<file path="src/rtl/instruction_fetch_unit.sv">
// MIPS32 fetch stage: PC, synchronous I-mem addressing and the IF/ID register.
// Handles decode stalls by replaying the in-flight word and redirects with one bubble.
module instruction_fetch_unit #(
  parameter logic [31:0] RESET_PC = 32'h0000_0000
) (
  input  logic        Clk,
  input  logic        Rst,
  input  logic        ID_stall,
  input  logic        ID_PCSrc,
  input  logic [31:0] ID_new_PC,
  output logic [31:0] IM_Addr,
  input  logic [31:0] IM_Data,
  output logic [31:0] IF_ID_Instruction,
  output logic [31:0] IF_ID_PC4,
  output logic        IF_ID_Valid,
  output logic        Misaligned,
  output logic [31:0] Perf_Fetched,
  output logic [31:0] Perf_Redirects
);

  logic [31:0] pc;
  logic [31:0] f2_pc;
  logic        f2_v;
  logic        redirect;
  logic        replay;
  logic [31:0] target;

  assign redirect = ID_PCSrc & IF_ID_Valid & ~ID_stall;
  assign replay   = ID_stall & f2_v;
  assign target   = {ID_new_PC[31:2], 2'b00};

  always_comb begin
    IM_Addr = pc;
    unique case (1'b1)
      redirect: IM_Addr = target;
      replay:   IM_Addr = f2_pc;
      default:  IM_Addr = pc;
    endcase
  end

  // Front half: whatever address goes out this cycle becomes the in-flight word.
  always_ff @(posedge Clk or negedge Rst) begin
    if (!Rst) begin
      pc    <= RESET_PC;
      f2_pc <= 32'h0;
      f2_v  <= 1'b0;
    end else if (!replay) begin
      pc    <= IM_Addr + 32'd4;
      f2_pc <= IM_Addr;
      f2_v  <= 1'b1;
    end
  end

  always_ff @(posedge Clk or negedge Rst) begin
    if (!Rst) begin
      IF_ID_Instruction <= 32'h0;
      IF_ID_PC4         <= 32'h0;
      IF_ID_Valid       <= 1'b0;
      Perf_Fetched      <= 32'h0;
      Perf_Redirects    <= 32'h0;
      Misaligned        <= 1'b0;
    end else if (redirect) begin
      IF_ID_Instruction <= 32'h0;
      IF_ID_Valid       <= 1'b0;
      Perf_Redirects    <= Perf_Redirects + 32'd1;
      if (ID_new_PC[1:0] != 2'b00)
        Misaligned <= 1'b1;
    end else if (!ID_stall) begin
      IF_ID_Instruction <= f2_v ? IM_Data : 32'h0;
      IF_ID_PC4         <= f2_pc + 32'd4;
      IF_ID_Valid       <= f2_v;
      Perf_Fetched      <= Perf_Fetched + {31'h0, f2_v};
    end
  end

endmodule

</file>
<file path="config.mk">
export PLATFORM = sky130hd
export DESIGN_NAME = instruction_fetch_unit
export DESIGN_NICKNAME = d
export VERILOG_FILES = /design/src/rtl/instruction_fetch_unit.sv
export SDC_FILE = /design/constraint.sdc
export NUM_CORES = 1
export LEC_CHECK = 0
export ABC_CLOCK_PERIOD_IN_PS = 3070
export CAP_MARGIN = 20
export CORE_ASPECT_RATIO = 0.7
export CORE_MARGIN = 5
export CORE_UTILIZATION = 45
export CTS_BUF_LIST = sky130_fd_sc_hd__clkbuf_16
export DETAILED_ROUTE_END_ITERATION = 12
export GPL_ROUTABILITY_DRIVEN = 0
export PLACE_DENSITY = 0.76
export RECOVER_POWER = 50
export SYNTH_ARGS = -nofsm -noshare
export SYNTH_HDL_FRONTEND = slang
export SYNTH_SLANG_ARGS = --single-unit
</file>
<file path="constraint.sdc">
create_clock -name Clk -period 3.07 [get_ports Clk]
set_clock_uncertainty 0.15 [all_clocks]
set_input_delay 0.614 -clock Clk [delete_from_list [all_inputs] [get_ports Clk]]
set_output_delay 0.614 -clock Clk [all_outputs]
set_load 0.005 [all_outputs]
</file>
==> impl_metrics.toml, run 1 <==
[timing]
worst_slack_ns = 0.0353
fmax_mhz = 330
tightest_slew_ns = 1.50
fin_hold_ws_ns = 0.319
hold_viol_final = 0
grt_setup_unrepaired = "true"
period_minus_slack_ns = 3.03
setup_viol = 0
slew_viol_final = 59
fin_setup_tns_ns = 0
slew_headroom = -0.00331
finalCritPeriodShare = 0.989

[layout]
instances_no_fill = 1554
nFillCells = 1675
fin_nets = 1338
antenna-diode-count = 0
multi_input_area_um2 = 4460
final_cell_area_um2 = 13800
drive_gt1_frac = 0.174
regArea_um2 = 4830
syn2layout_area_growth_pct = 44.5

[place]
preCtsSetupSlack_ns = -0.519
numPortBuffers = 229
dp.cells = 1510
hpwlAfterDp_um = 21600
dpl_cell_area_um2 = 13000

[outcome]
violations = "capacitance limit, slew limit"
status = "finished with violations"

[synth]
synthArstFlopShare = 1.00
yosysSeqAreaShare = 0.506
syn_area_um2 = 9550
syn_inst = 928
avgSynthCellArea_um2 = 10.3
yosys_warnings = 0
syn_nets = 1001
ys_types = 72
synthFlopType = "dfrtp_1"
ys_ff_latch = 193
synth_enable_flop_cells = 0

[routing]
vias = 8441
postRouteAntennaNets = 0
drt_iter0_markers = 721
wire_per_inst_um = 18.6
drc = 0
vias_per_cell = 5.43
drt_first_pass_iters = 5
routed_wl_um = 28900

[power]
internal_power_mw = 5.41
pwr-share-comb = 0.296
p_leak_nw = 6.40
power_density_nw_per_um2 = 575
p_sw_mw = 2.52
switching_share = 0.318
ir_worst_vdd_v = 0.000392
pwr-share-seq = 0.418
clkPwrFrac = 0.286

[floorplan]
rows = 44
die_w_um = 184
fp.dieArea_um2 = 24300
die_height_um = 132
ios = 230
start_util = 0.459
core-area_um2 = 20800

[critical_path]
cp-start-kind = "flop"
cp.required_ns = 2.31
reg2regPathDepth = 11
cp.arrival_ns = 2.27
path_max_fanout = 7
crit_type = "flop to output port"
end_kind = "output port"

[clock_network]
clk_pin_slew_ns = 0.08
cts_tree = "yes"
cts-root-buf = "clkbuf_16"
clock_sinks = 193
htree_levels = 4
cts_buffers = 17
cts_hold_buf = 0
clock_path_buffers = 2
insertion_delay_ns = 0.44

[global_routing]
globalRouteTotalUtil = 0.237
grt_pass1_wl_um = 46000
grt_pass1_vias = 8377
antenna_found_initial = 1
grt_start_max_net_pins = 65
grt.overflow.total = 0

[flow_run]
maxCapViolations = 1

[worst_hold_path]
hold_class = "flop to flop"
hold_depth = 1
worst max-delay path, cell delays in order (launching register included):
cell             delay (ns)
dfrtp_2                0.46
buf_4                  0.16
nand3b_4               0.14
buf_6                  0.14
buf_4                  0.11
nand3_1                0.11
nand2_1                0.17
clkdlybuf4s50_1        0.53
Yosys cell counts, types with 4 or more instances:
cell type / instances / area share
nor3_1: 14 / 0.0073
nand2_1: 74 / 0.029
dfrtp_1: 193 / 0.51
ha_1: 5 / 0.0066
and3_1: 32 / 0.021
nand3_1: 56 / 0.029
nand3b_1: 5 / 0.0039
or2_2: 4 / 0.0026
mux2i_1: 6 / 0.0063
and4b_1: 11 / 0.012
nand4_1: 20 / 0.013
a22oi_1: 7 / 0.0055
buf_1: 6 / 0.0024
buf_6: 6 / 0.0071
and4_1: 8 / 0.0073
nand4b_1: 11 / 0.010
xnor2_1: 73 / 0.067
mux2_2: 6 / 0.0071
xor2_1: 28 / 0.026
clkbuf_1: 28 / 0.011
o31ai_1: 4 / 0.0031
a21boi_0: 6 / 0.0047
a22o_1: 35 / 0.032
buf_4: 5 / 0.0039
a21oi_1: 50 / 0.026
and2_1: 9 / 0.0059
a311oi_1: 6 / 0.0055
a211oi_1: 7 / 0.0055
nor2_1: 88 / 0.035
buf_2: 5 / 0.0026
a21o_1: 21 / 0.017
inv_1: 29 / 0.011
o21ai_0: 9 / 0.0047
metrics by stage:
| step | util | total power [mW] |
|---|---|---|
| after floorplan | - | 4.24 |
| after global routing | 0.663 | 8.34 |
| after detailed placement | 0.625 | 5.64 |
| after global placement | 0.625 | 5.58 |
| final | 0.663 | 7.93 |
| after CTS | 0.656 | 7.93 |
layout by cell type, fill, tap and decap left out, types with 7 or more instances in the layout:
| cell | n |
|---|---|
| xnor2_1 | 73 |
| clkdlybuf4s50_1 | 214 |
| nand4_1 | 20 |
| clkbuf_16 | 17 |
| and4_1 | 8 |
| buf_6 | 7 |
| and4b_1 | 11 |
| dfrtp_1 | 191 |
| dlymetal6s2s_1 | 9 |
| nor3_1 | 14 |
| nand3_1 | 56 |
| buf_4 | 124 |
| o21ai_0 | 8 |
| xor2_1 | 28 |
| and2_1 | 8 |
| nand4b_1 | 11 |
| nand2_1 | 72 |
| and3_1 | 32 |
| inv_1 | 28 |
| nor2_1 | 88 |
| a21o_1 | 21 |
| a21oi_1 | 49 |
| a22o_1 | 35 |
cells by family after synthesis:
| logic type | Yosys count | synth area share |
|---|---|---|
| simple gates | 357 | 0.203 |
| flops | 193 | 0.506 |
| compound gates | 178 | 0.139 |
| xor+xnor | 101 | 0.0926 |
| buf+inv | 81 | 0.0394 |
| mux | 12 | 0.0134 |
| fa+ha+maj | 5 | 0.00655 |
| other cells | 1 | 0.000393 |
power groups by stage:
stage	Combinational (mW)	Clock, mW	Sequential [mW]
after floorplan	0.989	0	3.25
after global placement	2.25	0	3.33
after detailed placement	2.29	0	3.35
after CTS	2.32	2.31	3.31
after global routing	2.56	2.40	3.38
final	2.35	2.27	3.32
flip-flops by register name (all words and copies together) (netlist names):
register	count
IF_ID_Instruction	32
IF_ID_PC4	32
IF_ID_Valid	1
Misaligned	1
Perf_Fetched	32
Perf_Redirects	32
f2_pc	30
f2_v	1
pc	32
final timing paths:
check                                                from                             end  slack (ns)
max                               IF_ID_Valid$_DFFE_PN0P_                     IM_Addr[20]        0.04
min                        Perf_Redirects[31]$_DFFE_PN0N_  Perf_Redirects[31]$_DFFE_PN0N_        0.32
max reg2reg                       IF_ID_Valid$_DFFE_PN0P_              pc[30]$_DFFE_PN0P_        0.16
min reg2reg                Perf_Redirects[31]$_DFFE_PN0N_  Perf_Redirects[31]$_DFFE_PN0N_        0.32
max in group asynchronous                             Rst    Perf_Fetched[15]$_DFFE_PN0P_        0.70
min in group asynchronous                             Rst       IF_ID_PC4[19]$_DFFE_PN0P_        0.39
area by class of cell:
cell class                 instances  share of cell area
clock buffer                      17              0.0308
clock inverter                    15              0.0128
inverter                          29             0.00789
multi-input combinational        654               0.323
sequential                       193               0.350
tap                              276              0.0250
timing repair buffer             370               0.250
metal layers:
layer	up-vias	routed length, µm	global-route usage
met2	336	12400	0.335
met1	4099	13500	0.355
met3	30	2690	0.0780
met5	-	13	0
met4	2	314	0.0521
li1	3974	-	-
repair_timing:
action / 4_1_cts / 5_1_grt
setup endpoints to repair: 43 / 22
gates cloned: 0 / 1
buffers inserted: 2 / 9
gates resized for setup: 16 / 29
pin swaps: 1 / 6
Note: power is estimated with default switching activity, not from simulation.
==> inputs of run 2 (changes only) <==
--- a/config.mk
+++ b/config.mk
@@ -13,8 +13,9 @@
 export CTS_BUF_LIST = sky130_fd_sc_hd__clkbuf_16
 export DETAILED_ROUTE_END_ITERATION = 12
 export GPL_ROUTABILITY_DRIVEN = 0
+export HOLD_SLACK_MARGIN = 0.02
 export PLACE_DENSITY = 0.76
-export RECOVER_POWER = 50
+export RECOVER_POWER = 100
 export SYNTH_ARGS = -nofsm -noshare
 export SYNTH_HDL_FRONTEND = slang
 export SYNTH_SLANG_ARGS = --single-unit
==> impl_metrics.toml, run 2 (synthesis results as in run 1) <==
[routing]
routed_wl_um = 28900
vias = 8450
vias_per_cell = 5.43
drt_first_pass_iters = 5
wire_per_inst_um = 18.6
drc = 0
postRouteAntennaNets = 0
drt_iter0_markers = 652

[clock_network]
cts-root-buf = "clkbuf_16"
htree_levels = 4
cts_tree = "yes"
cts_buffers = 17
insertion_delay_ns = 0.44
clock_sinks = 193
clk_pin_slew_ns = 0.08
clock_path_buffers = 2

[timing]
fmax_mhz = 329
fin_hold_ws_ns = 0.319
setup_viol = 0
period_minus_slack_ns = 3.04
worst_slack_ns = 0.0308
slew_headroom = 0.576
fin_setup_tns_ns = 0
tightest_slew_ns = 0.637
finalCritPeriodShare = 0.990
hold_viol_final = 0
slew_viol_final = 0
grt_setup_unrepaired = "true"

[critical_path]
end_kind = "output port"
cp.required_ns = 2.31
path_max_fanout = 7
critPathMaxStageDelay_ns = 0.47
slowest_stage = "clkdlybuf4s50_1"
crit_type = "flop to output port"
cp.arrival_ns = 2.28
crit_chain = "buf_4 -> nand3b_4 -> buf_6 -> a311oi_2 -> inv_1 -> clkdlybuf4s50_1"
cp-start-kind = "flop"

[layout]
fin_nets = 1339
final_cell_area_um2 = 13800
final_common_cell = "clkdlybuf4s50_1"
syn2layout_area_growth_pct = 44.9
antenna-diode-count = 0
drive_gt1_frac = 0.176
mostFrequentLayoutCells = "214 x clkdlybuf4s50_1, 191 x dfrtp_1, 127 x buf_4"

[floorplan]
fp.dieArea_um2 = 24300
ios = 230
start_util = 0.459
core-area_um2 = 20800
die_height_um = 132
die_w_um = 184
rows = 44

[global_routing]
grt_start_max_net_pins = 65
globalRouteTotalUtil = 0.237
grt_pass1_wl_um = 46000
grt_pass1_vias = 8377
antenna_found_initial = 1
grt.overflow.total = 0

[place]
numPortBuffers = 229
hpwlAfterDp_um = 21600
preCtsSetupSlack_ns = -0.519
dpl_cell_area_um2 = 13000

[power]
p_total_mw = 7.94
power_density_nw_per_um2 = 574
ir_worst_vdd_v = 0.000390
p_leak_nw = 6.42

[worst_hold_path]
hold_class = "flop to flop"

[outcome]
status = "complete, no violations"

[flow_run]
maxCapViolations = 0
-- run 2: critical path: cells and delay by family, from the launching register on --
| kind | cells | cell delay (ns) |
|---|---|---|
| AOI/OAI and AO/OA | 1 | 0.34 |
| buffers and inverters | 4 | 0.91 |
| DFF | 1 | 0.44 |
| and+or+nand+nor | 1 | 0.15 |
-- run 2: power by group --
group	internal [mW]	total [mW]	switching, mW
registers	2.93	3.32	0.392
clock network	1.16	2.26	1.10
logic	1.32	2.35	1.03
total	5.42	7.94	2.52
-- run 2: metrics by stage --
stage | instances | utilization
5_1_grt | 1555 | 0.665
2_1_floorplan | 928 | -
6_report | 1555 | 0.665
3_5_place_dp | 1510 | 0.625
3_3_place_gp | 1510 | 0.625
4_1_cts | 1545 | 0.657
-- run 2: layout make-up --
type	instances	area, µm²
inverter	29	109
fill	1667	6970
tap	276	345
clock inverter	15	176
sequential	193	4830
clock buffer	17	425
multi-input combinational	654	4460
timing repair buffer	371	3490
-- run 2: path summary, 6_finish.rpt --
kind,start,endpoint,slack [ns],cells past startpoint
setup / recovery,IF_ID_Valid$_DFFE_PN0P_,IM_Addr[21],0.03,6
hold / removal,Perf_Redirects[31]$_DFFE_PN0N_,Perf_Redirects[31]$_DFFE_PN0N_,0.32,1
setup reg to reg,IF_ID_Valid$_DFFE_PN0P_,pc[30]$_DFFE_PN0P_,0.18,11
hold reg to reg,Perf_Redirects[31]$_DFFE_PN0N_,Perf_Redirects[31]$_DFFE_PN0N_,0.32,1
max in group asynchronous,Rst,pc[13]$_DFFE_PN0P_,1.50,3
min in group asynchronous,Rst,IF_ID_PC4[18]$_DFFE_PN0P_,0.56,2
-- run 2: timing repair --
action / CTS / global route
gates cloned: 0 / 1
buffers inserted: 2 / 9
pin swaps: 1 / 6
resized for setup: 16 / 29
hold buffers: 1 / 0
setup endpoints to repair: 43 / 22
endpoints found under the hold margin: 17 / 0
-- run 2: metal layers --
metal  part of all wire  vias up  track usage
met3              0.092       35       0.0778
met5            0.00024        -            0
met2               0.43      324        0.335
li1                   -     3979            -
met1               0.47     4110        0.356
met4              0.011        2       0.0521
==> inputs of run 3 (changes only) <==
--- a/config.mk
+++ b/config.mk
@@ -5,8 +5,8 @@
 export SDC_FILE = /design/constraint.sdc
 export NUM_CORES = 1
 export LEC_CHECK = 0
-export ABC_CLOCK_PERIOD_IN_PS = 3070
-export CAP_MARGIN = 20
+export ABC_CLOCK_PERIOD_IN_PS = 2550
+export CAP_MARGIN = 0
 export CORE_ASPECT_RATIO = 0.7
 export CORE_MARGIN = 5
 export CORE_UTILIZATION = 45
==> constraint.sdc (replaced) <==
create_clock -name Clk -period 2.55 [get_ports Clk]
set_clock_uncertainty 0.15 [all_clocks]
set_input_delay 0.51 -clock Clk [delete_from_list [all_inputs] [get_ports Clk]]
set_output_delay 0.51 -clock Clk [all_outputs]
set_load 0.005 [all_outputs]
==> impl_metrics.toml, run 3 (synthesis results as in run 1) <==
[clock_network]
htree_levels = 4
cts_tree = "yes"
clock_path_buffers = 2
cts_buffers = 17
clock_sinks = 193
clk_pin_slew_ns = 0.08
cts-root-buf = "clkbuf_16"
insertion_delay_ns = 0.44

[power]
pwr-share-seq = 0.400
clkPwrFrac = 0.261
internal_power_mw = 6.78
switching_share = 0.338
ir_worst_vdd_v = 0.000408
p_leak_nw = 7.10
pwr-share-comb = 0.338
p_sw_mw = 3.46
power_density_nw_per_um2 = 665

[timing]
hold_viol_final = 0
grt_setup_unrepaired = "true"
setup_viol = 45
slew_viol_final = 0
period_minus_slack_ns = 2.86
tightest_slew_ns = 1.33
fin_setup_tns_ns = -5.97
worst_slack_ns = -0.309
finalCritPeriodShare = 1.12
fmax_mhz = 350
slew_headroom = 0.113

[critical_path]
crit_type = "flop to flop"
cp-endpoint = "pc[30]$_DFFE_PN0P_"
critPathMostFrequentCell = "buf_4"
cp-start-kind = "flop"
path_max_fanout = 5
slowest_stage = "dfrtp_2"
critPathMaxStageDelay_ns = 0.45
cp.required_ns = 2.72
r2r-start = "IF_ID_Valid$_DFFE_PN0P_"
crit_buf_inv = 3
r2r-end = "pc[30]$_DFFE_PN0P_"
crit_family = "simple AND/OR/NAND/NOR gates"
crit_chain = "buf_4 -> and2_4 -> o311ai_4 -> o22ai_2 -> buf_4 -> nor4_4 -> buf_4 -> nand4b_4 -> or3_1 -> o2111a_1"
cp_num_cells = 10
r2r_slack_ns = -0.31
end_kind = "flop"
crit_path_start = "IF_ID_Valid$_DFFE_PN0P_"
cp.arrival_ns = 3.03
reg2regPathDepth = 10

[layout]
drive_gt1_frac = 0.322
final_cell_area_um2 = 15400
syn2layout_area_growth_pct = 61.2
fin_nets = 1450
nFillCells = 1378
antenna-diode-count = 0
mostFrequentLayoutCells = "194 x clkdlybuf4s50_1, 191 x dfrtp_1, 180 x buf_4"
final_common_cell = "clkdlybuf4s50_1"

[floorplan]
ios = 230
start_util = 0.459
core-area_um2 = 20800
fp.dieArea_um2 = 24300
die_w_um = 184
die_height_um = 132
rows = 44

[routing]
vias_per_cell = 5.76
routed_wl_um = 35600
wire_per_inst_um = 21.4
drt_iter0_markers = 885
drt_first_pass_iters = 5
drc = 0
vias = 9600
postRouteAntennaNets = 0

[outcome]
status = "finished with violations"
violations = "setup timing"

[global_routing]
grt_pass1_vias = 9361
grt_pass1_wl_um = 51900
grt_start_max_net_pins = 64
globalRouteTotalUtil = 0.270
grt.overflow.total = 0
antenna_found_initial = 0

[worst_hold_path]
hold_class = "flop to flop"

[flow_run]
maxCapViolations = 0

[place]
dpl_cell_area_um2 = 13200
hpwlAfterDp_um = 22500
numPortBuffers = 229
[run 3: changes by cell type in the layout (fill, tap and decap cells not counted), sizes merged, moves of 3 or more]
cell	previous run	this run
buf	143	276
clkbuf	18	26
clkdlybuf4s50	214	194
clkinv	7	10
dlygate4sd2	3	0
dlymetal6s2s	9	0
[run 3: cell type report]
type | count | area [µm²] | share of cell area
multi-input cells | 655 | 5020 | 0.326
flip-flops and latches | 193 | 4830 | 0.314
repair buffers | 481 | 4490 | 0.292
clock buffers | 17 | 425 | 0.0276
well taps | 276 | 345 | 0.0224
clock inverters | 15 | 170 | 0.0111
inverters | 29 | 111 | 0.00723
[run 3: per-layer routing]
layer / global-route usage / share of wire / vias to the layer above
met5: 0 / 0 / -
met2: 0.405 / 0.45 / 549
met3: 0.0822 / 0.094 / 118
met1: 0.381 / 0.43 / 4719
met4: 0.0735 / 0.033 / 0
li1: - / - / 4214
[run 3: how the worst min path moves through the flow]
| stage | start | end | depth (start not counted) |
|---|---|---|---|
| floorplan | Rst | IF_ID_Instruction[0]$_DFFE_PN0P_ | 0 |
| global placement | Perf_Redirects[31]$_DFFE_PN0N_ | Perf_Redirects[31]$_DFFE_PN0N_ | 1 |
| detailed placement | Perf_Redirects[31]$_DFFE_PN0N_ | Perf_Redirects[31]$_DFFE_PN0N_ | 1 |
| CTS | Perf_Redirects[31]$_DFFE_PN0N_ | Perf_Redirects[31]$_DFFE_PN0N_ | 1 |
| global route | Misaligned$_DFFE_PN0P_ | Misaligned$_DFFE_PN0P_ | 1 |
| finish | Perf_Redirects[31]$_DFFE_PN0N_ | Perf_Redirects[31]$_DFFE_PN0N_ | 1 |
[run 3: power by group through the flow]
stage	sequential [mW]	combinational, mW	clock [mW]
3_3_place_gp	4.04	2.71	0
2_1_floorplan	3.92	1.21	0
4_1_cts	4.04	3.18	2.70
3_5_place_dp	4.06	2.77	0
6_report	4.10	3.47	2.67
5_1_grt	4.15	3.67	2.85
[run 3: metrics by stage]
step / cells / worst slack [ns] / hold WS (ns) / utilization / total power [mW]
finish: 1666 / -0.309 / 0.327 / 0.740 / 10.2
global route: 1666 / -0.388 / 0.353 / 0.740 / 10.7
CTS: 1640 / -0.181 / 0.325 / 0.723 / 9.92
detailed placement: 1532 / -0.936 / 0.312 / 0.633 / 6.83
global placement: 1532 / -0.797 / 0.304 / 0.633 / 6.76
floorplan: 928 / -0.322 / 0.0644 / - / 5.13
[run 3: timing repair]
action                     CTS  global route
setup buffers               73            38
pin swaps                   62            39
resized for setup          275            71
gates cloned                 5             1
hold endpoints to repair    47             0
hold buffers                 1             0
setup endpoints to repair   71            61
